### config.mk
export PLATFORM = sky130hd
export DESIGN_NAME = phy_mgmt_seq
export DESIGN_NICKNAME = d
export VERILOG_FILES = /design/src/rtl/phy_mgmt_pkg.sv /design/src/rtl/mgmt_txn_timer.sv /design/src/rtl/phy_mgmt_seq.sv
export SDC_FILE = /design/constraint.sdc
export NUM_CORES = 1
export LEC_CHECK = 0
export CAP_MARGIN = 0
export CORE_AREA = 2 2 82 84
export DETAILED_ROUTE_END_ITERATION = 7
export DIE_AREA = 0 0 84 86
export PLACE_DENSITY = 0.76
export SYNTH_ARGS = -nofsm -noshare
export SYNTH_HDL_FRONTEND = slang
export SYNTH_SLANG_ARGS = --single-unit
export TNS_END_PERCENT = 1
### constraint.sdc
create_clock -name clk -period 2.8 [get_ports clk]
set_clock_uncertainty 0.05 [all_clocks]
set_input_delay 0.56 -clock clk [delete_from_list [all_inputs] [get_ports clk]]
set_output_delay 0.56 -clock clk [all_outputs]
set_load 0.005 [all_outputs]
### src/rtl/phy_mgmt_pkg.sv
// Shared definitions for the PHY management sequencer: FSM states,
// IEEE 802.3 clause-22 register addresses and the fixed bring-up values.
package phy_mgmt_pkg;

    typedef enum logic [2:0] {
        ST_IDLE,
        ST_W_RST,
        ST_RD_BMCR,
        ST_W_ANAR,
        ST_W_BMCR,
        ST_RD_BMSR,
        ST_WAIT_POLL,
        ST_FAIL
    } mgmt_state_t;

    localparam logic [4:0]  REG_BMCR = 5'd0;
    localparam logic [4:0]  REG_BMSR = 5'd1;
    localparam logic [4:0]  REG_ANAR = 5'd4;

    localparam logic [15:0] BMCR_RESET        = 16'h8000;
    localparam logic [15:0] BMCR_ANEN_RESTART = 16'h1200;

    localparam int BMSR_LINK_BIT = 2;
    localparam int BMCR_RST_BIT  = 15;

    function automatic logic txn_is_wr(input mgmt_state_t s);
        return (s == ST_W_RST) || (s == ST_W_ANAR) || (s == ST_W_BMCR);
    endfunction

    function automatic logic [4:0] txn_addr(input mgmt_state_t s);
        case (s)
            ST_W_ANAR:  return REG_ANAR;
            ST_RD_BMSR: return REG_BMSR;
            default:    return REG_BMCR;
        endcase
    endfunction

    function automatic logic [15:0] txn_wdata(input mgmt_state_t s, input logic [15:0] anar_val);
        case (s)
            ST_W_ANAR: return anar_val;
            ST_W_BMCR: return BMCR_ANEN_RESTART;
            default:   return BMCR_RESET;
        endcase
    endfunction

endpackage

### src/rtl/mgmt_txn_timer.sv
// Loadable down-counter that stops at zero; used for both the request
// timeout and the interval between status polls.
module mgmt_txn_timer #(
    parameter int W = 16
) (
    input  logic         clk,
    input  logic         rst,
    input  logic         load,
    input  logic [W-1:0] load_val,
    output logic         zero
);

    logic [W-1:0] count_reg;

    always_ff @(posedge clk or posedge rst) begin
        if (rst) begin
            count_reg <= '0;
        end else if (load) begin
            count_reg <= load_val;
        end else if (count_reg != '0) begin
            count_reg <= count_reg - W'(1);
        end
    end

    assign zero = (count_reg == '0);

endmodule

### src/rtl/phy_mgmt_seq.sv
// PHY bring-up and link-polling sequencer in front of the MDIO master.
// Issues one request at a time, with a guaranteed idle cycle between requests.
module phy_mgmt_seq #(
    parameter int          POLL_DIV      = 1000000,
    parameter int          TIMEOUT_CYC   = 8192,
    parameter int          MAX_RST_POLLS = 16,
    parameter logic [15:0] ANAR_VAL      = 16'h01E1
) (
    input  logic        clk,
    input  logic        rst,
    input  logic        enable,
    output logic        mm_wr_req,
    output logic        mm_rd_req,
    output logic [4:0]  mm_addr,
    output logic [15:0] mm_wdata,
    input  logic        mm_done,
    input  logic [15:0] mm_rdata,
    output logic        init_done,
    output logic        link_up,
    output logic        link_change,
    output logic [15:0] status_reg,
    output logic        err
);

    import phy_mgmt_pkg::*;

    localparam int TMAX = (POLL_DIV > TIMEOUT_CYC) ? POLL_DIV : TIMEOUT_CYC;
    localparam int TW   = $clog2(TMAX);
    localparam int PW   = $clog2(MAX_RST_POLLS + 1);

    mgmt_state_t state_reg;
    mgmt_state_t txn_next;
    logic          wr_req_reg, rd_req_reg;
    logic [4:0]    addr_reg;
    logic [15:0]   wdata_reg;
    logic          init_done_reg, link_up_reg, link_change_reg, err_reg;
    logic [15:0]   bmsr_reg;
    logic [PW-1:0] poll_cnt_reg;

    logic          req_active, in_txn, issue, done_hit, poll_fire, bmsr_done;
    logic          rst_poll_last, timer_load, timer_zero;
    logic [TW-1:0] timer_val;

    assign req_active    = wr_req_reg | rd_req_reg;
    assign in_txn        = state_reg inside {ST_W_RST, ST_RD_BMCR, ST_W_ANAR, ST_W_BMCR, ST_RD_BMSR};
    assign issue         = in_txn && !req_active && enable;
    assign done_hit      = req_active && mm_done;
    assign bmsr_done     = done_hit && (state_reg == ST_RD_BMSR);
    assign poll_fire     = (state_reg == ST_WAIT_POLL) && enable && timer_zero;
    assign rst_poll_last = (poll_cnt_reg == PW'(MAX_RST_POLLS - 1));

    // The timer is re-armed with the timeout whenever a request rises and with
    // the poll interval when a status read completes.
    assign timer_load = issue || poll_fire || bmsr_done;
    assign timer_val  = bmsr_done ? TW'(POLL_DIV - 1) : TW'(TIMEOUT_CYC - 1);

    mgmt_txn_timer #(.W(TW)) u_timer (
        .clk      (clk),
        .rst      (rst),
        .load     (timer_load),
        .load_val (timer_val),
        .zero     (timer_zero)
    );

    always_comb begin
        txn_next = ST_IDLE;
        case (state_reg)
            ST_W_RST:   txn_next = ST_RD_BMCR;
            ST_RD_BMCR: begin
                if (!mm_rdata[BMCR_RST_BIT])  txn_next = ST_W_ANAR;
                else if (rst_poll_last)       txn_next = ST_FAIL;
                else                          txn_next = ST_RD_BMCR;
            end
            ST_W_ANAR:  txn_next = ST_W_BMCR;
            ST_W_BMCR:  txn_next = ST_RD_BMSR;
            ST_RD_BMSR: txn_next = ST_WAIT_POLL;
            default:    txn_next = ST_IDLE;
        endcase
    end

    always_ff @(posedge clk or posedge rst) begin
        if (rst) begin
            state_reg       <= ST_IDLE;
            wr_req_reg      <= 1'b0;
            rd_req_reg      <= 1'b0;
            addr_reg        <= '0;
            wdata_reg       <= '0;
            init_done_reg   <= 1'b0;
            link_up_reg     <= 1'b0;
            link_change_reg <= 1'b0;
            bmsr_reg        <= '0;
            err_reg         <= 1'b0;
            poll_cnt_reg    <= '0;
        end else begin
            link_change_reg <= 1'b0;
            case (state_reg)
                ST_IDLE: begin
                    if (enable) state_reg <= ST_W_RST;
                end
                ST_WAIT_POLL: begin
                    if (!enable) begin
                        state_reg     <= ST_IDLE;
                        init_done_reg <= 1'b0;
                    end else if (timer_zero) begin
                        // The wait already provides the idle gap, so the read rises on entry.
                        state_reg  <= ST_RD_BMSR;
                        rd_req_reg <= 1'b1;
                        addr_reg   <= REG_BMSR;
                    end
                end
                ST_FAIL: begin
                    if (!enable) begin
                        state_reg     <= ST_IDLE;
                        init_done_reg <= 1'b0;
                    end
                end
                default: begin
                    if (issue) begin
                        wr_req_reg <= txn_is_wr(state_reg);
                        rd_req_reg <= !txn_is_wr(state_reg);
                        addr_reg   <= txn_addr(state_reg);
                        if (txn_is_wr(state_reg)) wdata_reg <= txn_wdata(state_reg, ANAR_VAL);
                    end else if (!req_active) begin
                        state_reg     <= ST_IDLE;
                        init_done_reg <= 1'b0;
                    end else if (mm_done) begin
                        wr_req_reg <= 1'b0;
                        rd_req_reg <= 1'b0;
                        if (state_reg == ST_W_RST) poll_cnt_reg <= '0;
                        if (state_reg == ST_RD_BMCR && mm_rdata[BMCR_RST_BIT]) begin
                            poll_cnt_reg <= poll_cnt_reg + PW'(1);
                            if (rst_poll_last) err_reg <= 1'b1;
                        end
                        if (state_reg == ST_W_BMCR) init_done_reg <= 1'b1;
                        if (state_reg == ST_RD_BMSR) begin
                            bmsr_reg        <= mm_rdata;
                            link_up_reg     <= mm_rdata[BMSR_LINK_BIT];
                            link_change_reg <= mm_rdata[BMSR_LINK_BIT] != link_up_reg;
                        end
                        if (!enable) begin
                            state_reg     <= ST_IDLE;
                            init_done_reg <= 1'b0;
                        end else begin
                            state_reg <= txn_next;
                        end
                    end else if (timer_zero) begin
                        wr_req_reg <= 1'b0;
                        rd_req_reg <= 1'b0;
                        err_reg    <= 1'b1;
                        state_reg  <= ST_FAIL;
                    end
                end
            endcase
        end
    end

    assign mm_wr_req   = wr_req_reg;
    assign mm_rd_req   = rd_req_reg;
    assign mm_addr     = addr_reg;
    assign mm_wdata    = wdata_reg;
    assign init_done   = init_done_reg;
    assign link_up     = link_up_reg;
    assign link_change = link_change_reg;
    assign status_reg  = bmsr_reg;
    assign err         = err_reg;

endmodule

**Word level (Yosys, flattened, before mapping)**

Cells that the tools add are included.

- Bits in registers: 71
- Output and inout bits: 43

- Add/sub/neg operators: 2
- Equality and inequality tests: 22
- Multiplexer cells: 47
- Bitwise gates (word level): 5
- Reduce and logical (&&, ||, !) cells: 36

Operators by type and width:

| operator | number |
|---|---|
| 20-bit two-way mux | 3 |
| 3-bit two-way mux | 11 |
| 16-bit case mux with 2 select lines | 1 |
| 5-bit two-way mux | 5 |
| 5-bit AND reduction | 5 |
| 1-bit two-way mux | 21 |
| 20-bit zero test | 1 |
| 20-bit nonzero test | 1 |
| 20-bit by 1-bit subtractor with 20-bit output, second input constant | 1 |
| 3-bit case mux with 5 select lines | 1 |
| 3-bit equality test, second input constant | 4 |
| 2-bit != test, second input constant | 6 |
| 5-bit case mux with 2 select lines | 1 |
| 2-bit nonzero test | 5 |
| 3-bit case mux with 3 select lines | 1 |
| 1-bit logical AND | 7 |
| 3-bit by 2-bit equality test with 1-bit output, second input constant | 2 |
| 3-bit != test, second input constant | 2 |
| 6-bit by 2-bit != test with 1-bit output, second input constant | 1 |
| 3-bit case mux with 2 select lines | 1 |
| 3-bit AND reduction | 2 |
| 6-bit AND reduction | 1 |
| 3-bit nonzero test | 2 |
| 5-bit by 1-bit adder with 5-bit output, second input constant | 1 |
| other kinds (16) | 26 |

**Logic depth before layout (Yosys ltp)**

Gate-level depths: netlist of the first run.

- Depth in word-level cells: 9
- Depth in mapped cells: 9

**Modules after synthesis**

From an unflattened synthesis of the first run, not the netlist that was laid out.

- Cells, all modules: 332
- Area total of the unflattened synthesis: 3314.4 um^2

By module, submodules not included:

| module | times used | cells an instance | area an instance (um^2) | sequential area each (um^2) |
|---|---|---|---|---|
| phy_mgmt_seq | 1 | 200 | 2069.5 | 850.8 |
| mgmt_txn_timer | 1 | 132 | 1244.9 | 500.5 |

**Worst setup path after synthesis of the first run**

No wires, ideal clock.

- Path kind: register -> register
- Start point: register u_timer.count_reg[0]
- End point: register state_reg[0]
- Setup time: 0.125 ns
- Arrival time: 1.874 ns
- Slack: 0.751 ns
- Cell stages (with the launch flop): 9
- Buffers on the path: 1
- Period minus slack after synthesis: 2.049 ns
- Cell sequence: dfrtp_1 -> inv_1 -> ha_1 -> nor4b_1 -> and4_1 -> buf_2 -> o2111ai_1 -> a21o_1 -> mux2_4

- Cells in the longest elaborated chain, start to end: 3
- Elaborated cells on any way between the ends: 4

RTL lines:

| element | RTL line | RTL |
|---|---|---|
| start, declared | mgmt_txn_timer.sv:13 | `logic [W-1:0] count_reg;` |
| start signal, assigned | mgmt_txn_timer.sv:19 | `count_reg <= load_val;` |
| start signal, assigned | mgmt_txn_timer.sv:21 | `count_reg <= count_reg - W'(1);` |
| 20-bit zero test (*) | mgmt_txn_timer.sv:25 | `assign zero = (count_reg == '0);` |
| 6-bit by 2-bit != test with 1-bit output (no line) or 3-bit != test (tied branches) | n/a |  |
| 5-bit AND reduction (no line) (*) | n/a |  |
| end signal, assigned | phy_mgmt_seq.sv:144 | `state_reg <= txn_next;` |
| end, declared | phy_mgmt_seq.sv:31 | `mgmt_state_t state_reg;` |

Mark *: on every way between the ends. The rest lies on a longest branch, timed or not.
A chain may end at the register's enable or synchronous reset.

**Final worst setup path of the first run**

Ends and elaborated chain as after synthesis.

==> results of run 1 <==
layout make-up:
class	count	area (um2)	share of cell area
flip-flops and latches	54	1350	0.366
multi-input cells	272	1530	0.414
repair buffers	61	586	0.158
clock inverters	2	17.5	0.00474
clock buffers	6	82.6	0.0223
inverters	9	33.8	0.00914
well taps	77	96.3	0.0261
power breakdown:
part	switching [mW]	internal, mW	leakage (nW)
combinational	0.716	0.794	0.860
clock	0.265	0.204	0.0514
sequential	0.339	1.07	0.661
kinds of logic after synthesis:
group | count (synthesis) | synth area share
XOR/XNOR | 10 | 0.0285
buffers and inverters | 43 | 0.0765
other | 1 | 0.00122
AO/OA/AOI/OAI | 73 | 0.148
adder cells (fa/ha/maj) | 4 | 0.0163
AND/OR/NAND/NOR | 171 | 0.279
multiplexers | 3 | 0.0114
flip-flops | 54 | 0.440
metal layers:
metal  up-vias  part of all wire  GRT usage
met2        63              0.52      0.357
met5         -                 0          0
met3        11             0.035     0.0308
li1       1304                 -          -
met1      1326              0.43      0.264
met4         0             0.010     0.0557
cell usage in the layout, fill, tap and decap left out, drive strengths merged, types with 8 or more instances in the layout:
master         netlist  layout
buf                 24      10
inv                  9       9
nor3                15      15
or3                  8       8
o21ai               31      31
conb                 1      11
clkdlybuf4s50        0      51
a21oi               13      13
dfrtp               54      54
nand3                8       8
nor2                26      26
nand2               74      74
worst paths after layout:
kind,cells after the start,slack (ns),end,start
worst max-delay path,7,0.39,state_reg[0],u_timer.count_reg[0]
worst min-delay path,1,0.43,err,err
worst max register to register,7,0.39,state_reg[0],u_timer.count_reg[0]
worst min register to register,1,0.43,err,err
max in group asynchronous,3,1.43,init_done,rst
min in group asynchronous,2,0.61,link_change,rst
==> impl_metrics.csv, run 1 <==
group,metric,value,unit
run_status,outcome,"complete, no violations",
global_routing,grt_pass1_vias,2598,
final_layout,drive_above_1_share,0.0866,
cts,cts.sinks,54,
route,drt_wl_total,7260,um
yosys,synth-edff-count,0,
global_routing,grt_use_total,0.203,
route,wire_per_inst,15.1,um
critical_path,slowest_delay,0.50,ns
yosys,synth_common_cells,"nand2_1, dfrtp_1, nor2_1",
place,dp.final_hpwl,5230,um
global_routing,grt-ovfl-total,0,
yosys,ys_seq_area_frac,0.440,
power,p_leak,1.57,nW
floorplanning,dieHeight,86,um
floorplanning,rows,29,
sta,slew-limit-headroom,0.504,
floorplanning,die_w,84,um
final_layout,largest_reg_flops,20,
sta,max_freq,414,MHz
floorplanning,core,0.00628,mm2
global_routing,grt_max_degree,32,
critical_path,path_delay_family,"simple AND/OR/NAND/NOR gates",
power,power_density,916,mW/mm2
yosys,yosysMostFrequentCell,"nand2_1",
route,ant_nets,0,
cts,clk_path_buf_depth,2,
place,place_area,0.00360,mm2
final_layout,final_cells,481,
final_layout,final_util,0.589,
floorplanning,die_area,0.00722,mm2
floorplanning,num_io_pins,63,
route,drt_pre_antenna_iters,5,
route,drc,0,
run,maxCapViolations,0,
place,dp_cells,473,
route,via_count,2704,
sta,tns,0,ns
yosys,synth_warnings,0,
sta,worst_slack,0.386,ns
critical_path,crit_fanout,9,
final_layout,nets,427,
power,power,3.39,mW
cts,cts_tree,"done",
critical_path,critPathSlowestCell,"and4_1",
place,io_buffers,51,
yosys,synth_top_area_frac,0.440,
cts,htreeDepth,2,
cts,cts_root_buf,"clkbuf_8",
critical_path,crit_type,"reg2reg",
route,via_per_inst,5.62,
final_layout,fill_cells,554,
sta,fin_crit,2.41,ns
cts,postCtsSetupRepairBufs,0,
yosys,syn_area,0.00307,mm2
yosys,ys_ff_latch,54,
critical_path,cp.required,2.95,ns
place,place.gp.congestion,0.873,
global_routing,grt_pass1_wl,12200,um
sta,finalHoldViolCount,0,
yosys,synth_area_leaders,"dfrtp_1, nand2_1, buf_4",
sta,slew_violations,0,
sta,setup_violations,0,
final_layout,diodes,0,
floorplanning,initial_utilization,0.490,
route,dr.first_iter.drc_count,151,
critical_path,endpoint_kind,"flip-flop",
critical_path,path_cells,"inv_1 > ha_1 > nor4b_1 > and4_1 > o2111ai_1 > a21o_1 > mux2_4",
cts,ctsResizeCount,0,
yosys,synthArstFlopShare,1.00,
critical_path,arrival,2.57,ns
sta,rsz0062_at_grt,"no",
sta,worstMarginPinSlew,0.745,ns
critical_path,worst_setup_path_start_kind,"flip-flop",
yosys,postSynthAreaPerCell,8.56,um2
final_layout,finalInstanceArea,0.00370,mm2
sta,post-route-period-util,0.862,
yosys,netlist_instances,359,
worst_hold_path,hold_class,"reg2reg",
yosys,synth_top_cell_by_area,"dfrtp_1",
sta,fin_hold_ws,0.426,ns
power,peakVddDrop,0.000480,V
cts,clock_latency,0.30,ns
cts,hold_buffers,0,
yosys,synth_ff_type,"dfrtp_1",
place,pre_cts_slack,0.433,ns
final_layout,areaGrowthSynthToFinish,20.3,%
yosys,yosysUniqueCellTypes,56,
cts,clkTransAtPathRegs,0.10,ns
global_routing,antenna_found_initial,0,
critical_path,critical_path_buf_inv_count,1,
cts,numCtsBuffers,5,
Power figures use the tool's default switching activity.
==> run 2: changes to the inputs <==
- CTS_BUF_LIST: not set -> sky130_fd_sc_hd__clkbuf_8
==> results of run 2 <==
The final DEF is identical to that of run 1; final timing and power are the same.
==> run 3: changes to the inputs <==
- GPL_ROUTABILITY_DRIVEN: not set -> 0
==> results of run 3 <==
The final DEF is identical to that of run 1; final timing and power are the same.
